==> config.mk <==
export PLATFORM = sky130hd
export DESIGN_NAME = dmem_initiator_flat
export DESIGN_NICKNAME = d
export VERILOG_FILES = /design/src/rtl/dmem_initiator_if.sv /design/src/rtl/dmem_initiator.sv /design/src/flat_wrapper.sv
export SDC_FILE = /design/constraint.sdc
export NUM_CORES = 1
export LEC_CHECK = 0
export BUFFER_PORTS_ARGS = -buffer_cell sky130_fd_sc_hd__buf_2
export CAP_MARGIN = 25
export CORE_MARGIN = 5
export CORE_UTILIZATION = 45
export CTS_CLUSTER_SIZE = 12
export DETAILED_ROUTE_END_ITERATION = 7
export PLACE_DENSITY = 0.79
export SLEW_MARGIN = 10
export SYNTH_ARGS = -nofsm -noshare
export SYNTH_HDL_FRONTEND = slang
export SYNTH_SLANG_ARGS = --single-unit
==> constraint.sdc <==
create_clock -name ph1 -period 2.5 [get_ports ph1]
set_input_delay 0.25 -clock ph1 [delete_from_list [all_inputs] [get_ports ph1]]
set_output_delay 0.25 -clock ph1 [all_outputs]
set_load 0.05 [all_outputs]
==> src/rtl/dmem_initiator_if.sv <==
// Data-memory bus between the initiator and dcache: write strobe, word address,
// lane-replicated write data, big-endian byte enables, read word and write ack.
interface dmem_initiator_if;
   logic        memwrite;
   logic [31:0] dataadr;
   logic [31:0] writedata;
   logic [3:0]  byteen;
   logic [31:0] readdata;
   logic        dataack;

   modport master (
      output memwrite, dataadr, writedata, byteen,
      input  readdata, dataack
   );

   modport slave (
      input  memwrite, dataadr, writedata, byteen,
      output readdata, dataack
   );
endinterface

==> src/rtl/dmem_initiator.sv <==
// Data-memory initiator: one load/store at a time from the MEM stage, drives the
// dcache bus, returns aligned and extended load data. Big-endian byte lanes.
module dmem_initiator #(
   parameter int unsigned READ_WAIT = 1,
   parameter int unsigned TIMEOUT   = 15
) (
   input  logic        ph1,
   input  logic        reset_b,
   input  logic        req_valid,
   output logic        req_ready,
   input  logic        req_write,
   input  logic [1:0]  req_size,
   input  logic        req_signed,
   input  logic [31:0] req_addr,
   input  logic [31:0] req_wdata,
   output logic        resp_valid,
   output logic [31:0] resp_rdata,
   output logic [1:0]  resp_err,
   output logic        stall,
   dmem_initiator_if.master dbus
);

   typedef enum logic [1:0] {IDLE, READ, WRITE, DRAIN} state_e;
   typedef enum logic [1:0] {ERR_OK = 2'b00, ERR_ALIGN = 2'b01, ERR_TIMEOUT = 2'b10} err_e;

   localparam logic [7:0] READ_LAST  = 8'(READ_WAIT - 1);
   localparam logic [7:0] WRITE_LAST = 8'(TIMEOUT - 1);

   state_e      state_q, state_d;
   logic [7:0]  cnt_q, cnt_d;
   logic [1:0]  size_q, size_d;
   logic [1:0]  off_q, off_d;
   logic        signed_q, signed_d;
   logic        memwrite_q, memwrite_d;
   logic [31:0] dataadr_q, dataadr_d;
   logic [31:0] writedata_q, writedata_d;
   logic [3:0]  byteen_q, byteen_d;
   logic        resp_valid_q, resp_valid_d;
   logic [31:0] resp_rdata_q, resp_rdata_d;
   logic [1:0]  resp_err_q, resp_err_d;
   logic        req_illegal;

   function automatic logic [3:0] lane_en(input logic [1:0] size, input logic [1:0] off);
      logic [3:0] en;
      unique case (size)
         2'b00:   en = 4'b1000 >> off;
         2'b01:   en = off[1] ? 4'b0011 : 4'b1100;
         default: en = 4'b1111;
      endcase
      return en;
   endfunction

   function automatic logic [31:0] lane_rep(input logic [1:0] size, input logic [31:0] wdata);
      logic [31:0] rep;
      unique case (size)
         2'b00:   rep = {4{wdata[7:0]}};
         2'b01:   rep = {2{wdata[15:0]}};
         default: rep = wdata;
      endcase
      return rep;
   endfunction

   // Offset 0 is the most significant byte of the word.
   function automatic logic [31:0] load_extract(input logic [1:0] size, input logic [1:0] off,
                                                input logic sext, input logic [31:0] word);
      logic [7:0]  b;
      logic [15:0] h;
      logic [31:0] r;
      unique case (off)
         2'd0:    b = word[31:24];
         2'd1:    b = word[23:16];
         2'd2:    b = word[15:8];
         default: b = word[7:0];
      endcase
      h = off[1] ? word[15:0] : word[31:16];
      unique case (size)
         2'b00:   r = {{24{sext & b[7]}}, b};
         2'b01:   r = {{16{sext & h[15]}}, h};
         default: r = word;
      endcase
      return r;
   endfunction

   function automatic logic [7:0] sat_inc(input logic [7:0] v);
      return (v == 8'hFF) ? v : v + 8'd1;
   endfunction

   assign req_illegal = (req_size == 2'b11) ||
                        (req_size == 2'b01 && req_addr[0]) ||
                        (req_size == 2'b10 && req_addr[1:0] != 2'b00);

   always_comb begin
      // NOTE: every signal gets its hold/default value first so no path leaves one unassigned (no latches).
      state_d      = state_q;
      cnt_d        = cnt_q;
      size_d       = size_q;
      off_d        = off_q;
      signed_d     = signed_q;
      memwrite_d   = memwrite_q;
      dataadr_d    = dataadr_q;
      writedata_d  = writedata_q;
      byteen_d     = byteen_q;
      resp_valid_d = 1'b0;
      resp_rdata_d = resp_rdata_q;
      resp_err_d   = resp_err_q;

      unique case (state_q)
         IDLE: begin
            if (req_valid) begin
               size_d   = req_size;
               off_d    = req_addr[1:0];
               signed_d = req_signed;
               if (req_illegal) begin
                  resp_valid_d = 1'b1;
                  resp_rdata_d = '0;
                  resp_err_d   = ERR_ALIGN;
               end else begin
                  cnt_d     = '0;
                  dataadr_d = {req_addr[31:2], 2'b00};
                  if (req_write) begin
                     state_d     = WRITE;
                     memwrite_d  = 1'b1;
                     writedata_d = lane_rep(req_size, req_wdata);
                     byteen_d    = lane_en(req_size, req_addr[1:0]);
                  end else begin
                     state_d    = READ;
                     memwrite_d = 1'b0;
                     byteen_d   = '0;
                  end
               end
            end
         end
         READ: begin
            if (cnt_q == READ_LAST) begin
               state_d      = IDLE;
               resp_valid_d = 1'b1;
               resp_rdata_d = load_extract(size_q, off_q, signed_q, dbus.readdata);
               resp_err_d   = ERR_OK;
            end else begin
               cnt_d = sat_inc(cnt_q);
            end
         end
         WRITE: begin
            // An ack on the last counted cycle still wins over the timeout.
            if (dbus.dataack || cnt_q == WRITE_LAST) begin
               state_d      = DRAIN;
               memwrite_d   = 1'b0;
               byteen_d     = '0;
               resp_valid_d = 1'b1;
               resp_rdata_d = '0;
               resp_err_d   = dbus.dataack ? ERR_OK : ERR_TIMEOUT;
            end else begin
               cnt_d = sat_inc(cnt_q);
            end
         end
         DRAIN: begin
            memwrite_d = 1'b0;
            if (!dbus.dataack) state_d = IDLE;
         end
         default: state_d = IDLE;
      endcase
   end

   always_ff @(posedge ph1 or negedge reset_b) begin
      if (!reset_b) begin
         state_q      <= IDLE;
         cnt_q        <= '0;
         size_q       <= '0;
         off_q        <= '0;
         signed_q     <= 1'b0;
         memwrite_q   <= 1'b0;
         dataadr_q    <= '0;
         writedata_q  <= '0;
         byteen_q     <= '0;
         resp_valid_q <= 1'b0;
         resp_rdata_q <= '0;
         resp_err_q   <= '0;
      end else begin
         // NOTE: non-blocking so every flop samples the pre-edge value of its _d.
         state_q      <= state_d;
         cnt_q        <= cnt_d;
         size_q       <= size_d;
         off_q        <= off_d;
         signed_q     <= signed_d;
         memwrite_q   <= memwrite_d;
         dataadr_q    <= dataadr_d;
         writedata_q  <= writedata_d;
         byteen_q     <= byteen_d;
         resp_valid_q <= resp_valid_d;
         resp_rdata_q <= resp_rdata_d;
         resp_err_q   <= resp_err_d;
      end
   end

   assign req_ready      = (state_q == IDLE);
   assign stall          = (req_valid & ~req_ready) | (state_q != IDLE);
   assign resp_valid     = resp_valid_q;
   assign resp_rdata     = resp_rdata_q;
   assign resp_err       = resp_err_q;
   assign dbus.memwrite  = memwrite_q;
   assign dbus.dataadr   = dataadr_q;
   assign dbus.writedata = writedata_q;
   assign dbus.byteen    = byteen_q;

endmodule

==> src/flat_wrapper.sv <==
// flat-port wrapper written by rule: the top's interface ports become plain ports
module dmem_initiator_flat 
#(
   parameter int unsigned READ_WAIT = 1,
   parameter int unsigned TIMEOUT   = 15
)
  (ph1, reset_b, req_valid, req_ready, req_write, req_size, req_signed, req_addr, req_wdata, resp_valid, resp_rdata, resp_err, stall, dbus_memwrite, dbus_dataadr, dbus_writedata, dbus_byteen, dbus_readdata, dbus_dataack);
  dmem_initiator_if dbus_i ();
  input  logic ph1;
  input  logic reset_b;
  input  logic req_valid;
  output logic req_ready;
  input  logic req_write;
  input  logic [1:0] req_size;
  input  logic req_signed;
  input  logic [31:0] req_addr;
  input  logic [31:0] req_wdata;
  output logic resp_valid;
  output logic [31:0] resp_rdata;
  output logic [1:0] resp_err;
  output logic stall;
  output wire logic [$bits(dbus_i.memwrite)-1:0] dbus_memwrite;
  output wire logic [$bits(dbus_i.dataadr)-1:0] dbus_dataadr;
  output wire logic [$bits(dbus_i.writedata)-1:0] dbus_writedata;
  output wire logic [$bits(dbus_i.byteen)-1:0] dbus_byteen;
  input wire logic [$bits(dbus_i.readdata)-1:0] dbus_readdata;
  input wire logic [$bits(dbus_i.dataack)-1:0] dbus_dataack;
  assign dbus_memwrite = dbus_i.memwrite;
  assign dbus_dataadr = dbus_i.dataadr;
  assign dbus_writedata = dbus_i.writedata;
  assign dbus_byteen = dbus_i.byteen;
  assign dbus_i.readdata = dbus_readdata;
  assign dbus_i.dataack = dbus_dataack;
  dmem_initiator #(.READ_WAIT(READ_WAIT), .TIMEOUT(TIMEOUT)) u_core (.ph1(ph1), .reset_b(reset_b), .req_valid(req_valid), .req_ready(req_ready), .req_write(req_write), .req_size(req_size), .req_signed(req_signed), .req_addr(req_addr), .req_wdata(req_wdata), .resp_valid(resp_valid), .resp_rdata(resp_rdata), .resp_err(resp_err), .stall(stall), .dbus(dbus_i));
endmodule
### Word-level counts from Yosys, hierarchy flattened

Index checks and enable logic that the tools add are counted.

| operators by class | value |
|---|---|
| add/subtract/negate cells | 1 |
| $mul | 0 |
| divide/modulo/power cells | 0 |
| magnitude comparators | 0 |
| eq/ne operators | 19 |
| shifts and indexed selects | 1 |
| multiplexer cells | 46 |
| bitwise operators | 6 |
| reduce and logical (&&, ||, !) cells | 23 |

Operator list:

| operator | count |
|---|---|
| two-way mux 32 bit | 4 |
| one-hot mux 32 bit (2 select lines) | 2 |
| one-hot mux 32 bit (3 select lines) | 1 |
| two-way mux 8 bit | 7 |
| one-hot mux 8 bit (3 select lines) | 2 |
| two-way mux 2 bit | 10 |
| two-way mux 4 bit | 5 |
| two-way mux 16 bit | 1 |
| one-hot mux 4 bit (2 select lines) | 2 |
| AND reduction 5 bit | 3 |
| != test 2 bit (second input constant) | 6 |
| AND reduction 4 bit | 3 |
| equality test 2 bit (second input constant) | 5 |
| adder 8 x 1 -> 8 bit (second input constant) | 1 |
| equality test 2 x 1 -> 1 bit (second input constant) | 4 |
| equality test 8 x 4 -> 1 bit (second input constant) | 1 |
| equality test 8 bit (second input constant) | 1 |
| zero test 2 bit | 4 |
| zero test 8 bit | 1 |
| two-way mux 1 bit | 8 |
| one-hot mux 2 bit (4 select lines) | 1 |
| one-hot mux 1 bit (3 select lines) | 2 |
| one-hot mux 2 bit (3 select lines) | 1 |
| nonzero test 2 bit | 3 |
| 10 further kinds | 18 |

| word-level totals | value |
|---|---|
| register bits after elaboration | 117 |
| latch bits | 0 |
| memory bits (writable) | 0 |
| bits in read-only memories | 0 |
| output and inout bits | 106 |
| logic and storage cells | 108 |
| memories | 0 |

### Longest topological paths before layout

| depth | value |
|---|---|
| word-level depth | 8 |
| gate-level depth with buffers | 9 |

### Least setup slack after synthesis

No wires, ideal clock.

| timing path | value |
|---|---|
| kind | register to register |
| from | register u_core.state_q[0] |
| to | register u_core.writedata_q[6], in the netlist u_core.dbus.writedata[6] |
| setup time | 0.125 ns |
| arrival time | 2.365 ns |
| data required time | 2.375 ns |
| setup slack | 0.011 ns |
| stages on the path, launching flop included | 9 |
| clock period less this slack | 2.489 ns |
| cells stage by stage | dfrtp_1 inv_1 ha_1 nand2_1 a21o_1 or2_1 buf_2 clkbuf_1 mux2_2 |

| on the way | value |
|---|---|
| word-level cells in the longest chain between the ends | 2 |

RTL lines:

| element | RTL line | RTL |
|---|---|---|
| start: declaration | dmem_initiator.sv:29 | `state_e state_q, state_d;` |
| start signal: assignment | dmem_initiator.sv:180 | `state_q <= state_d;` |
| zero test 2 bit | - |  |
| named net req_ready | flat_wrapper.sv:12 | `output logic req_ready;` |
| AND reduction 4 bit (no source line) | - |  |
| end signal: assignment | dmem_initiator.sv:187 | `writedata_q <= writedata_d;` |
| end: declaration | dmem_initiator.sv:36 | `logic [31:0] writedata_q, writedata_d;` |

The timed path passes the listed nets, and every way through them passes these cells.
A chain may end at the register's enable or synchronous reset.

### Final worst setup path

| timing path | value |
|---|---|
| from | register u_core.cnt_q[4] |
| to | register u_core.resp_rdata_q[14], in the netlist u_core.resp_rdata[14] |

| on the way | value |
|---|---|
| word-level cells in the longest chain between the ends | 4 |
| elaborated cells between the ends (all ways) | 6 |
| those cells by class | 3 x eq/ne; 3 x reduce/logical |

RTL lines:

| element | RTL line | RTL |
|---|---|---|
| start: declaration | dmem_initiator.sv:30 | `logic [7:0] cnt_q, cnt_d;` |
| start signal: assignment | dmem_initiator.sv:181 | `cnt_q <= cnt_d;` |
| equality test 8 x 4 -> 1 bit | dmem_initiator.sv:145 | `if (dbus.dataack \|\| cnt_q == WRITE_LAST) begin` |
| logical OR 1 bit | dmem_initiator.sv:145 |  |
| != test 2 x 1 -> 1 bit (no source line) | - |  |
| AND reduction 5 bit (no source line) (*) | - |  |
| end signal: assignment | dmem_initiator.sv:190 | `resp_rdata_q <= resp_rdata_d;` |
| end: declaration | dmem_initiator.sv:39 | `logic [31:0] resp_rdata_q, resp_rdata_d;` |

Mark *: on every way between the ends. The rest lies on a longest branch, timed or not.

==> flow_summary.yaml <==
status:
  status: "finished clean"
clock_tree:
  clk_pin_slew_ns: 0.05
  numCtsBuffers: 17
  htree_levels: 4
  worstSkewPairLatency_ns: 0.41
  root_buffer: "clkbuf_16"
  cts_tree: "built"
  cts_buffer_depth: 2
  cts_resized: 0
  cts_sinks: 117
place:
  dpl.hpwl_mm: 12.3
  place_inst: 894
  numPortBuffers: 207
  place.gp.congestion: 0.879
  dpl_cell_area_um2: 6860
power_and_ir_drop:
  power.density_nw_per_um2: 1640
  p_leak_nw: 3.77
  peakVddDrop_mv: 1.23
final_layout:
  drive_gt1_frac: 0.412
  fin_nets: 859
  layoutNonFillerInstCount: 925
  diodes: 0
  area_growth_pct: 32.9
  design_area_um2: 7480
setup_path:
  slowest_delay_ns: 0.53
  cp.arrival_ns: 2.59
  crit_buf_inv: 1
  crit_slowest_cell: "a2111o_2"
  crit_chain: "nor4_4, a41oi_1, a2111o_2, buf_4, a211oi_1, a21o_1"
  critical_path.top_delay_family: "compound AO/OA/AOI/OAI gates"
  critical_path.max_fanout: 43
  end_kind: "flip-flop"
  reg2reg_slack_ns: 0.27
  crit_path_start_kind: "flip-flop"
  cp.required_ns: 2.86
  critical_path_class: "flip-flop to flip-flop"
timing:
  finalSetupTns_ns: 0
  worst_pin_slew_ns: 0.570
  slew_headroom: 0.619
  finalClockSkew_ns: 0.00702
  timing.final.setup_violations: 0
  hold_viol: 0
  rsz0062_at_grt: "no"
  period_minus_slack_ns: 2.23
  holdWs_ns: 0.0650
  slew_viol_final: 0
  fin_crit_sh: 0.893
  fmax_mhz: 448
floorplan:
  ios: 210
  chipWidth_um: 122
  die_h_um: 122
  num_rows: 40
  dieArea_um2: 14800
  core-area_um2: 12100
  initial_core_util: 0.464
routing:
  viasPerCell: 5.34
  drt.antenna.violating_nets: 0
  wl_mm: 16.5
  drtIter0Drc: 311
  routed-via-count: 4942
  dr.pass1.iters: 6
  post_drt_wl_per_cell_um: 17.9
  drc: 0
flow_run:
  cap_viol_max_count: 0
synth:
  synth_area_per_cell_um2: 10.5
  ys_seq_elements: 117
  seq_area_frac_synth: 0.521
  netlist_instances: 536
  yosys_warnings: 0
  synth_top_flop_cell: "dfrtp_1"
  synth_edf_count: 0
  ys_types: 43
  synth_area_um2: 5620
  synthArstFlopShare: 1.00
global_routing:
  grt_overflow: 0
  globalRouteTotalUtil: 0.224
  grt_pass1_vias: 5002
  grt_max_degree: 74
  grt_pass1_wl_mm: 25.9
  antenna_found_initial: 0
min_path:
  hold_class: "input pin to flip-flop"
## worst reg2reg max path: stages, from the launching register on
cell and delay [ns]:
dfrtp_1 0.45, nor4_4 0.38, a41oi_1 0.21, a2111o_2 0.53, buf_4 0.27, a211oi_1 0.23, a21o_1 0.11
## metrics by stage
| step | power [mW] | utilization | setup WS [ns] |
|---|---|---|---|
| after floorplan | 8.08 | - | 0.0108 |
| after global placement | 9.62 | 0.566 | 0.342 |
| after detailed placement | 9.77 | 0.566 | 0.304 |
| after CTS | 12.3 | 0.617 | 0.280 |
| after global routing | 12.9 | 0.617 | 0.0566 |
| final | 12.2 | 0.617 | 0.268 |
## flip-flops by register name, indices dropped and copies added (netlist names)
| name | count |
|---|---|
| u_core.cnt_q | 8 |
| u_core.resp_err | 2 |
| u_core.size_q | 2 |
| u_core.state_q | 2 |
| u_core.dbus.memwrite | 1 |
| u_core.resp_valid | 1 |
| u_core.resp_rdata | 32 |
| u_core.signed_q | 1 |
| u_core.off_q | 2 |
| u_core.dbus.writedata | 32 |
| u_core.dbus.dataadr | 30 |
| u_core.dbus.byteen | 4 |
## final cells by class
type / count / area, um2
clock inverters: 8 / 124
repair buffers: 224 / 1180
flip-flops and latches: 117 / 2930
multi-input cells: 371 / 2490
clock buffers: 22 / 484
fillers: 1035 / 4630
inverters: 15 / 56.3
well taps: 168 / 210
## cells by family after synthesis
| group | synth area share |
|---|---|
| AOI/OAI and AO/OA | 0.164 |
| adders and majority gates | 0.0200 |
| buffers and inverters | 0.0369 |
| DFF | 0.521 |
| muxes | 0.159 |
| other | 0.000667 |
| and+or+nand+nor | 0.0997 |
## cells in the mapped netlist (2+ instances only)
cell      number  share of area
o221ai_1       8          0.012
a21o_1        11          0.015
mux2_2        55           0.11
a21oi_1       30          0.027
or3_1          7         0.0078
and2_1         2         0.0022
inv_1         15          0.010
ha_1           9          0.020
a31oi_1        3         0.0033
dfrtp_1      117           0.52
buf_4          3         0.0040
nand4_1        2         0.0022
nor3_1         3         0.0027
o21ai_1        2         0.0018
nor2_1        25          0.017
o21ai_0       69          0.061
buf_1          3         0.0020
o211ai_1       2         0.0027
o21a_1         7         0.0093
buf_2          4         0.0036
a211oi_1       8          0.011
nand2_1       72          0.048
o31ai_1        3         0.0040
nand3_1        6         0.0053
mux2i_1       25          0.044
a41oi_1        2         0.0031
o41ai_1        2         0.0031
nand2b_1       4         0.0044
clkbuf_1      23          0.015
## final timing paths
path	from	endpoint	cells past startpoint
max	u_core.cnt_q[4]$_DFFE_PN0P_	u_core.resp_rdata[14]$_DFFE_PN0P_	6
min	req_addr[25]	u_core.dbus.dataadr[25]$_DFFE_PN0P_	2
max reg2reg	u_core.cnt_q[4]$_DFFE_PN0P_	u_core.resp_rdata[14]$_DFFE_PN0P_	6
min reg2reg	u_core.resp_rdata[14]$_DFFE_PN0P_	u_core.resp_rdata[14]$_DFFE_PN0P_	1
max in group asynchronous	reset_b	u_core.dbus.writedata[12]$_DFFE_PN0P_	3
min in group asynchronous	reset_b	u_core.resp_rdata[6]$_DFFE_PN0P_	2
## repair_timing
action / CTS / global route
hold endpoints to repair: 13 / 0
buffers inserted: 0 / 0
hold buffers: 1 / 0
## metal layers
| metal | vias to the layer above | GRT usage | routed length [um] |
|---|---|---|---|
| li1 | 2323 | - | - |
| met1 | 2390 | 0.278 | 6920 |
| met2 | 213 | 0.362 | 7800 |
| met3 | 16 | 0.0887 | 1630 |
| met4 | 0 | 0.0679 | 181 |
| met5 | - | 0 | 0 |
## where the power goes
group / leakage [nW] / switching, mW / internal, mW
Combinational: 1.99 / 4.75 / 1.69
Sequential: 1.49 / 0.545 / 2.76
Clock: 0.294 / 0.844 / 1.66
Total: 3.77 / 6.14 / 6.11
## cell usage in the layout, fill, tap and decap left out, types with 3 or more instances in the layout
cell / count
mux2_2: 55
nor3_1: 3
nand2b_1: 4
bufinv_16: 3
a21o_1: 11
dfrtp_1: 117
o21ai_0: 69
nand3_1: 6
o31ai_1: 3
mux2i_1: 25
nand2_1: 72
ha_1: 9
a31oi_1: 3
buf_2: 206
nor2_1: 25
clkbuf_16: 17
inv_1: 15
o221ai_1: 8
o21a_1: 7
or3_1: 7
a211oi_1: 8
a21oi_1: 30
buf_4: 16
clkbuf_8: 4
Power figures use the tool's default switching activity.
